**src/rtl/uart_16550_pkg.sv**
```systemverilog
// Shared types and constants for the 16550-style UART transmit path.
package uart_16550_pkg;

  typedef enum logic [2:0] {
    ST_IDLE   = 3'd0,
    ST_START  = 3'd1,
    ST_DATA   = 3'd2,
    ST_PARITY = 3'd3,
    ST_STOP   = 3'd4
  } tx_state_e;

  localparam logic [1:0] WLEN_5 = 2'b00;
  localparam logic [1:0] WLEN_6 = 2'b01;
  localparam logic [1:0] WLEN_7 = 2'b10;
  localparam logic [1:0] WLEN_8 = 2'b11;

  localparam int OVERSAMPLE_DEF = 16;

  // Stop lengths in Baud_Tick_i pulses at the default oversample rate
  localparam int STOP_TICKS_1   = 16;
  localparam int STOP_TICKS_1P5 = 24;
  localparam int STOP_TICKS_2   = 32;

  function automatic logic [7:0] word_mask(input logic [1:0] wlen);
    logic [7:0] m;
    m = 8'hFF;
    case (wlen)
      WLEN_5:  m = 8'h1F;
      WLEN_6:  m = 8'h3F;
      WLEN_7:  m = 8'h7F;
      default: m = 8'hFF;
    endcase
    return m;
  endfunction

endpackage

```
**src/rtl/uart_16550_tx_bit_timer.sv**
```systemverilog
// Counts Baud_Tick pulses and flags the tick that completes a bit of len_i ticks.
module uart_16550_tx_bit_timer #(
  parameter int CNT_W = 6
) (
  input  logic             clk_i,
  input  logic             rst_i,
  input  logic             clear_i,
  input  logic             tick_i,
  input  logic [CNT_W-1:0] len_i,
  output logic             bit_done_o
);

  logic [CNT_W-1:0] cnt_q, cnt_d;

  assign bit_done_o = tick_i && !clear_i && (cnt_q == len_i - CNT_W'(1));

  always_comb begin
    cnt_d = cnt_q;
    if (clear_i)         cnt_d = '0;
    else if (bit_done_o) cnt_d = '0;
    else if (tick_i)     cnt_d = cnt_q + CNT_W'(1);
  end

  always_ff @(posedge clk_i) begin
    if (rst_i) cnt_q <= '0;
    else       cnt_q <= cnt_d;
  end

endmodule

```
**src/rtl/uart_16550_tx_serializer.sv**
```systemverilog
// 16550-style transmit serializer: pops the Tx FIFO and shifts out start/data/parity/stop.
module uart_16550_tx_serializer
  import uart_16550_pkg::*;
#(
  parameter int OVERSAMPLE = OVERSAMPLE_DEF
) (
  input  logic       WBs_CLK_i,
  input  logic       WBs_RST_i,
  input  logic       Baud_Tick_i,
  input  logic [1:0] Word_Len_i,
  input  logic       Stop_Bits_i,
  input  logic       Parity_En_i,
  input  logic       Even_Parity_i,
  input  logic       Stick_Parity_i,
  input  logic       Break_Ctrl_i,
  input  logic       Tx_FIFO_Empty_i,
  input  logic [7:0] Tx_FIFO_DAT_i,
  output logic       Tx_FIFO_Pop_o,
  output logic       SOUT_o,
  output logic       Tx_Idle_o,
  output logic       Tx_Shift_Empty_o,
  output tx_state_e  Tx_State_o
);

  localparam int CNT_W  = $clog2(2 * OVERSAMPLE + 1);
  localparam int STOP_1   = STOP_TICKS_1   * OVERSAMPLE / OVERSAMPLE_DEF;
  localparam int STOP_1P5 = STOP_TICKS_1P5 * OVERSAMPLE / OVERSAMPLE_DEF;
  localparam int STOP_2   = STOP_TICKS_2   * OVERSAMPLE / OVERSAMPLE_DEF;

  tx_state_e  state_q, state_d;
  logic [2:0] bit_cnt_q, bit_cnt_d;
  logic [7:0] data_q, data_d;
  logic [1:0] wlen_q, wlen_d;
  logic       stop2_q, stop2_d, pen_q, pen_d, even_q, even_d, stick_q, stick_d;
  logic       sout_q, sout_d;
  logic       load, bit_done, fsm_bit, par_bit;
  logic [CNT_W-1:0] bit_len;

  // Pop handshake: Tx_FIFO_Pop_o is a one-cycle strobe, raised only while
  // Tx_FIFO_Empty_i=0; Tx_FIFO_DAT_i is captured on that same edge.
  assign Tx_FIFO_Pop_o    = load && !WBs_RST_i;
  assign SOUT_o           = sout_q;
  assign Tx_Idle_o        = (state_q == ST_IDLE);
  assign Tx_Shift_Empty_o = Tx_Idle_o && Tx_FIFO_Empty_i;
  assign Tx_State_o       = state_q;

  assign par_bit = stick_q ? ~even_q
                           : (even_q ? ^(data_q & word_mask(wlen_q))
                                     : ~^(data_q & word_mask(wlen_q)));

  always_comb begin
    bit_len = CNT_W'(OVERSAMPLE);
    if (state_q == ST_STOP) begin
      if (!stop2_q)              bit_len = CNT_W'(STOP_1);
      else if (wlen_q == WLEN_5) bit_len = CNT_W'(STOP_1P5);
      else                       bit_len = CNT_W'(STOP_2);
    end
  end

  uart_16550_tx_bit_timer #(.CNT_W(CNT_W)) u_bit_timer (
    .clk_i      (WBs_CLK_i),
    .rst_i      (WBs_RST_i),
    .clear_i    (state_q == ST_IDLE),
    .tick_i     (Baud_Tick_i),
    .len_i      (bit_len),
    .bit_done_o (bit_done)
  );

  always_comb begin
    state_d   = state_q;
    bit_cnt_d = bit_cnt_q;
    load      = 1'b0;
    case (state_q)
      ST_IDLE:   if (!Tx_FIFO_Empty_i) load = 1'b1;
      ST_START:  if (bit_done) begin
                   state_d   = ST_DATA;
                   bit_cnt_d = 3'd0;
                 end
      ST_DATA:   if (bit_done) begin
                   if (bit_cnt_q == 3'd4 + {1'b0, wlen_q}) state_d = pen_q ? ST_PARITY : ST_STOP;
                   else bit_cnt_d = bit_cnt_q + 3'd1;
                 end
      ST_PARITY: if (bit_done) state_d = ST_STOP;
      ST_STOP:   if (bit_done) begin
                   if (!Tx_FIFO_Empty_i) load = 1'b1;
                   else state_d = ST_IDLE;
                 end
      default:   state_d = ST_IDLE;
    endcase

    data_d  = data_q;
    wlen_d  = wlen_q;
    stop2_d = stop2_q;
    pen_d   = pen_q;
    even_d  = even_q;
    stick_d = stick_q;
    if (load) begin
      state_d   = ST_START;
      bit_cnt_d = 3'd0;
      data_d    = Tx_FIFO_DAT_i;
      wlen_d    = Word_Len_i;
      stop2_d   = Stop_Bits_i;
      pen_d     = Parity_En_i;
      even_d    = Even_Parity_i;
      stick_d   = Stick_Parity_i;
    end

    // Line level follows the state being entered so SOUT_o is a clean register
    case (state_d)
      ST_START:  fsm_bit = 1'b0;
      ST_DATA:   fsm_bit = data_q[bit_cnt_d];
      ST_PARITY: fsm_bit = par_bit;
      default:   fsm_bit = 1'b1;
    endcase
    sout_d = Break_Ctrl_i ? 1'b0 : fsm_bit;
  end

  always_ff @(posedge WBs_CLK_i) begin
    if (WBs_RST_i) begin
      state_q   <= ST_IDLE;
      bit_cnt_q <= 3'd0;
      sout_q    <= 1'b1;
      data_q    <= 8'h00;
      wlen_q    <= 2'b00;
      stop2_q   <= 1'b0;
      pen_q     <= 1'b0;
      even_q    <= 1'b0;
      stick_q   <= 1'b0;
    end else begin
      state_q   <= state_d;
      bit_cnt_q <= bit_cnt_d;
      sout_q    <= sout_d;
      data_q    <= data_d;
      wlen_q    <= wlen_d;
      stop2_q   <= stop2_d;
      pen_q     <= pen_d;
      even_q    <= even_d;
      stick_q   <= stick_d;
    end
  end

endmodule

```
**config.mk**
```make
export PLATFORM = sky130hd
export DESIGN_NAME = uart_16550_tx_serializer
export DESIGN_NICKNAME = d
export VERILOG_FILES = /design/src/rtl/uart_16550_pkg.sv /design/src/rtl/uart_16550_tx_bit_timer.sv /design/src/rtl/uart_16550_tx_serializer.sv
export SDC_FILE = /design/constraint.sdc
export NUM_CORES = 1
export LEC_CHECK = 0
export ABC_CLOCK_PERIOD_IN_PS = 9250
export BUFFER_PORTS_ARGS = -buffer_cell sky130_fd_sc_hd__buf_4
export CAP_MARGIN = 15
export CORE_ASPECT_RATIO = 0.7
export CORE_MARGIN = 2
export CORE_UTILIZATION = 63
export CTS_BUF_LIST = sky130_fd_sc_hd__clkbuf_8
export DETAILED_ROUTE_END_ITERATION = 6
export PLACE_DENSITY = 0.87
export SLEW_MARGIN = 20
export SYNTH_ARGS = -nofsm -noshare
export SYNTH_HDL_FRONTEND = slang
export SYNTH_HIERARCHICAL = 1
export SYNTH_SLANG_ARGS = --single-unit
```
**constraint.sdc**
```tcl
create_clock -name WBs_CLK_i -period 9.25 [get_ports WBs_CLK_i]
set_input_delay 1.3875 -clock WBs_CLK_i [delete_from_list [all_inputs] [get_ports WBs_CLK_i]]
set_output_delay 1.3875 -clock WBs_CLK_i [all_outputs]
set_load 0.01 [all_outputs]
```
==> flow_metrics.py <==
metrics = {
    "run_status": {
        "status": "finished clean",
    },
    "yosys": {
        "synth_largest_area_cell": "dfxtp_1",
        "synth-simple-area-share_pct": 25.9,
        "synth_compound_area_share_pct": 22.4,
        "synth_top_area_share_pct": 31.4,
        "synthArstFlopShare_pct": 0,
        "synth-edff-count": 0,
        "syn_area_per_cell_um2": 8.24,
        "muxShareOfSynthArea_pct": 1.82,
        "ys_types": 56,
        "ys_seq_area_share_pct": 31.4,
        "synth_area_leaders": "dfxtp_1, nand2_1, xnor2_1",
        "synth_warnings": 6,
        "synth_area_um2": 1720,
        "synth_top_family_by_area": "simple AND/OR/NAND/NOR gates",
        "ys_ff_latch": 27,
        "yosys.area_share.adder_pct": 2.18,
        "synthCells": 209,
        "synth_ff_type": "dfxtp_1",
        "synthXorXnorAreaFrac_pct": 11.4,
    },
    "power": {
        "p_leak_nw": 0.767,
        "max-vdd-ir-drop_mv": 0.126,
        "power_density_nw_per_um2": 121,
        "power_w": 0.000243,
    },
    "cells_and_area": {
        "utilization_pct": 79.2,
        "regArea_um2": 541,
        "area_growth_pct": 16.4,
        "fillCellCount": 172,
        "layout-drive-gt1-share_pct": 16.9,
        "multi_input_area_um2": 1150,
        "final_nets": 265,
        "n_antenna_cell": 0,
    },
    "flow_run": {
        "max_cap_violations": 0,
    },
    "global_routing": {
        "grt_overflow": 0,
        "grt_max_degree": 30,
        "antenna_found_initial": 0,
        "grt_pass1_wl_mm": 7.04,
        "grt_pass1_vias": 1510,
        "track_usage_pct": 30.1,
    },
    "floorplan": {
        "die_area_um2": 3180,
        "start_util_pct": 68.0,
        "num_rows": 15,
        "die_w_um": 66.5,
        "io_pins": 26,
        "die_h_um": 47.8,
        "coreArea_um2": 2530,
    },
    "timing": {
        "slew_violations": 0,
        "hold_violations": 0,
        "min_period_ns": 5.23,
        "layout_setup_ws_ns": 4.02,
        "rsz0062_at_grt": "false",
        "skew_ns": 0.00497,
        "hold_ws_ns": 0.473,
        "setup_viol": 0,
        "worst_slew_pin_slew_ns": 0.621,
        "timing.slew.headroom_pct": 57.5,
        "period_share_pct": 56.5,
        "fin_tns_setup_ns": 0,
        "timing.fmax_mhz": 191,
    },
    "critical_path": {
        "required_ns": 7.86,
        "crit_arrival_ns": 3.84,
        "rr_worst_depth": 14,
        "critPathMaxFanout": 16,
        "cp_slowest_cell": "dfxtp_1",
        "path_class": "flip-flop to primary output",
        "reg2reg_slack_ns": 4.67,
        "crit_chain": "nor2_1, nand3_1, nor3_1, or4_1, or3_1, a211oi_2, and2_1, and2b_4, or3_2, nor2_1, buf_4",
        "crit_top_cell": "nor2_1",
        "crit_family": "simple AND/OR/NAND/NOR gates",
        "r2r-start": "Tx_State_o[0]",
        "crit_start": "Tx_State_o[0]",
        "crit_buf_inv": 1,
        "max_stage_delay_ns": 0.59,
        "worstReg2RegEnd": "SOUT_o",
        "end_kind": "primary output",
        "cp-start-kind": "flip-flop",
    },
    "cts": {
        "cts.sinks": 27,
        "post_cts_resized": 0,
        "clock_latency_ns": 0.28,
        "cts_hold_buf": 0,
        "clockRootBuffer": "clkbuf_8",
        "post_cts_buffers": 0,
        "numCtsBuffers": 3,
        "htreeDepth": 1,
        "clk_pin_slew_ns": 0.10,
        "clock_path_buffers": 2,
        "cts_tree": "done",
    },
    "route": {
        "wl_per_cell_um": 16.0,
        "first_pass_iters": 7,
        "drtIter0Drc": 186,
        "ant_nets": 0,
        "finalWirelength_mm": 4.41,
        "vias": 1717,
        "drcViolationCount": 0,
        "viasPerCell": 6.22,
    },
    "placed_design": {
        "gp_congestion": 0.876,
        "post-place-ws_ns": 4.40,
        "dp_hpwl_mm": 3.28,
        "port_buffers": 25,
    },
    "worst_hold_path": {
        "min_delay_path_depth": 2,
        "min_to": "stick_q",
        "min_from": "stick_q",
        "min_path_type": "flip-flop to flip-flop",
    },
}
-- area by class of cell --
type	instances	share of cell area, %
Clock inverter	1	0.437
Tap cell	34	2.12
Multi-Input combinational cell	177	57.2
Clock buffer	3	2.06
Inverter	8	1.50
Timing Repair Buffer	26	9.73
Sequential cell	27	26.9
-- logic make-up (layout without fill, tap and decap cells) --
family                   Yosys count  count (layout)
AO/OA/AOI/OAI                     52              52
XOR/XNOR                          20              20
buffers and inverters             17              38
other                              1              13
flip-flops                        27              27
AND/OR/NAND/NOR                   86              86
adder cells (fa/ha/maj)            3               3
multiplexers                       3               3
-- worst register-to-register path: cells and delay by family, from the launching register on --
family	cells	cell delay, ns
compound gates	7	2.21
simple gates	7	1.68
flops	1	0.59
-- layer usage --
metal  global-route usage [%]  vias to the layer above  wire, um
met2                     49.8                      111      1930
met4                     6.12                        0        71
li1                         -                      812         -
met1                     40.9                      778      1920
met5                        0                        -         0
met3                     7.76                       16       490
-- cell usage in the layout (no fill, tap or decap), types with 2 or more instances in the layout --
cell type  netlist  final
xnor2_1         12     12
nor2b_1          2      2
and3b_1          2      2
a31oi_1          2      2
xor2_1           6      6
nand4bb_1        2      2
and2_1           5      5
mux2i_1          2      2
or4_1            2      2
buf_4            0     26
a21o_1           2      2
nand2_1         33     33
ha_1             3      3
o21ai_0          5      5
nor4_1           2      2
nor2_1          13     13
clkbuf_8         0      3
a21oi_1         16     16
inv_1            8      8
a22o_1           2      2
conb_1           1     13
nand4_1          2      2
o311a_1          2      2
nor3_1           4      4
nand3_1          7      7
dfxtp_1         27     27
a2111oi_0        9      9
or3_1            2      2
-- cells in the mapped netlist, drive strengths merged (2+ instances only) --
cell	number
a2111oi	10
nor4	2
and2b	2
or3	3
a22o	3
a31oi	2
nor2	13
xor2	6
nor2b	2
nor3	4
a21oi	16
ha	3
xnor2	13
o21ai	5
and3b	2
clkbuf	6
inv	8
mux2i	2
nand3	7
o311a	2
dfxtp	27
or4	2
buf	3
a21o	2
nand4bb	2
nand4	2
nand2	33
and2	6
-- how the worst max path moves through the flow --
stage | end | slack (ns) | cells after the start
floorplan | Tx_FIFO_Pop_o | 4.40 | 9
global placement | Tx_FIFO_Pop_o | 4.51 | 8
detailed placement | Tx_FIFO_Pop_o | 4.40 | 8
CTS | Tx_FIFO_Pop_o | 4.08 | 11
global route | Tx_FIFO_Pop_o | 3.79 | 11
finish | Tx_FIFO_Pop_o | 4.02 | 11
-- metrics by stage --
stage / std cells / cell area, um2
after floorplan: 221 / 1770
after global placement: 272 / 1960
after detailed placement: 272 / 1960
after CTS: 276 / 2010
after global routing: 276 / 2010
final: 276 / 2010
-- power by group --
group          internal (W)  leakage (nW)  switching (W)
registers          0.000121         0.220     0.00000630
logic             0.0000216         0.521      0.0000228
clock network     0.0000316        0.0261      0.0000394
total              0.000174         0.767      0.0000684
-- registers in the layout (all words and copies together), names as in the netlist, 2 cells and up --
signal,cells
data_q,8
u_bit_timer/cnt_q,6
Tx_State_o,3
bit_cnt_q,3
wlen_q,2
No activity file was read; power rests on OpenSTA's default activity.
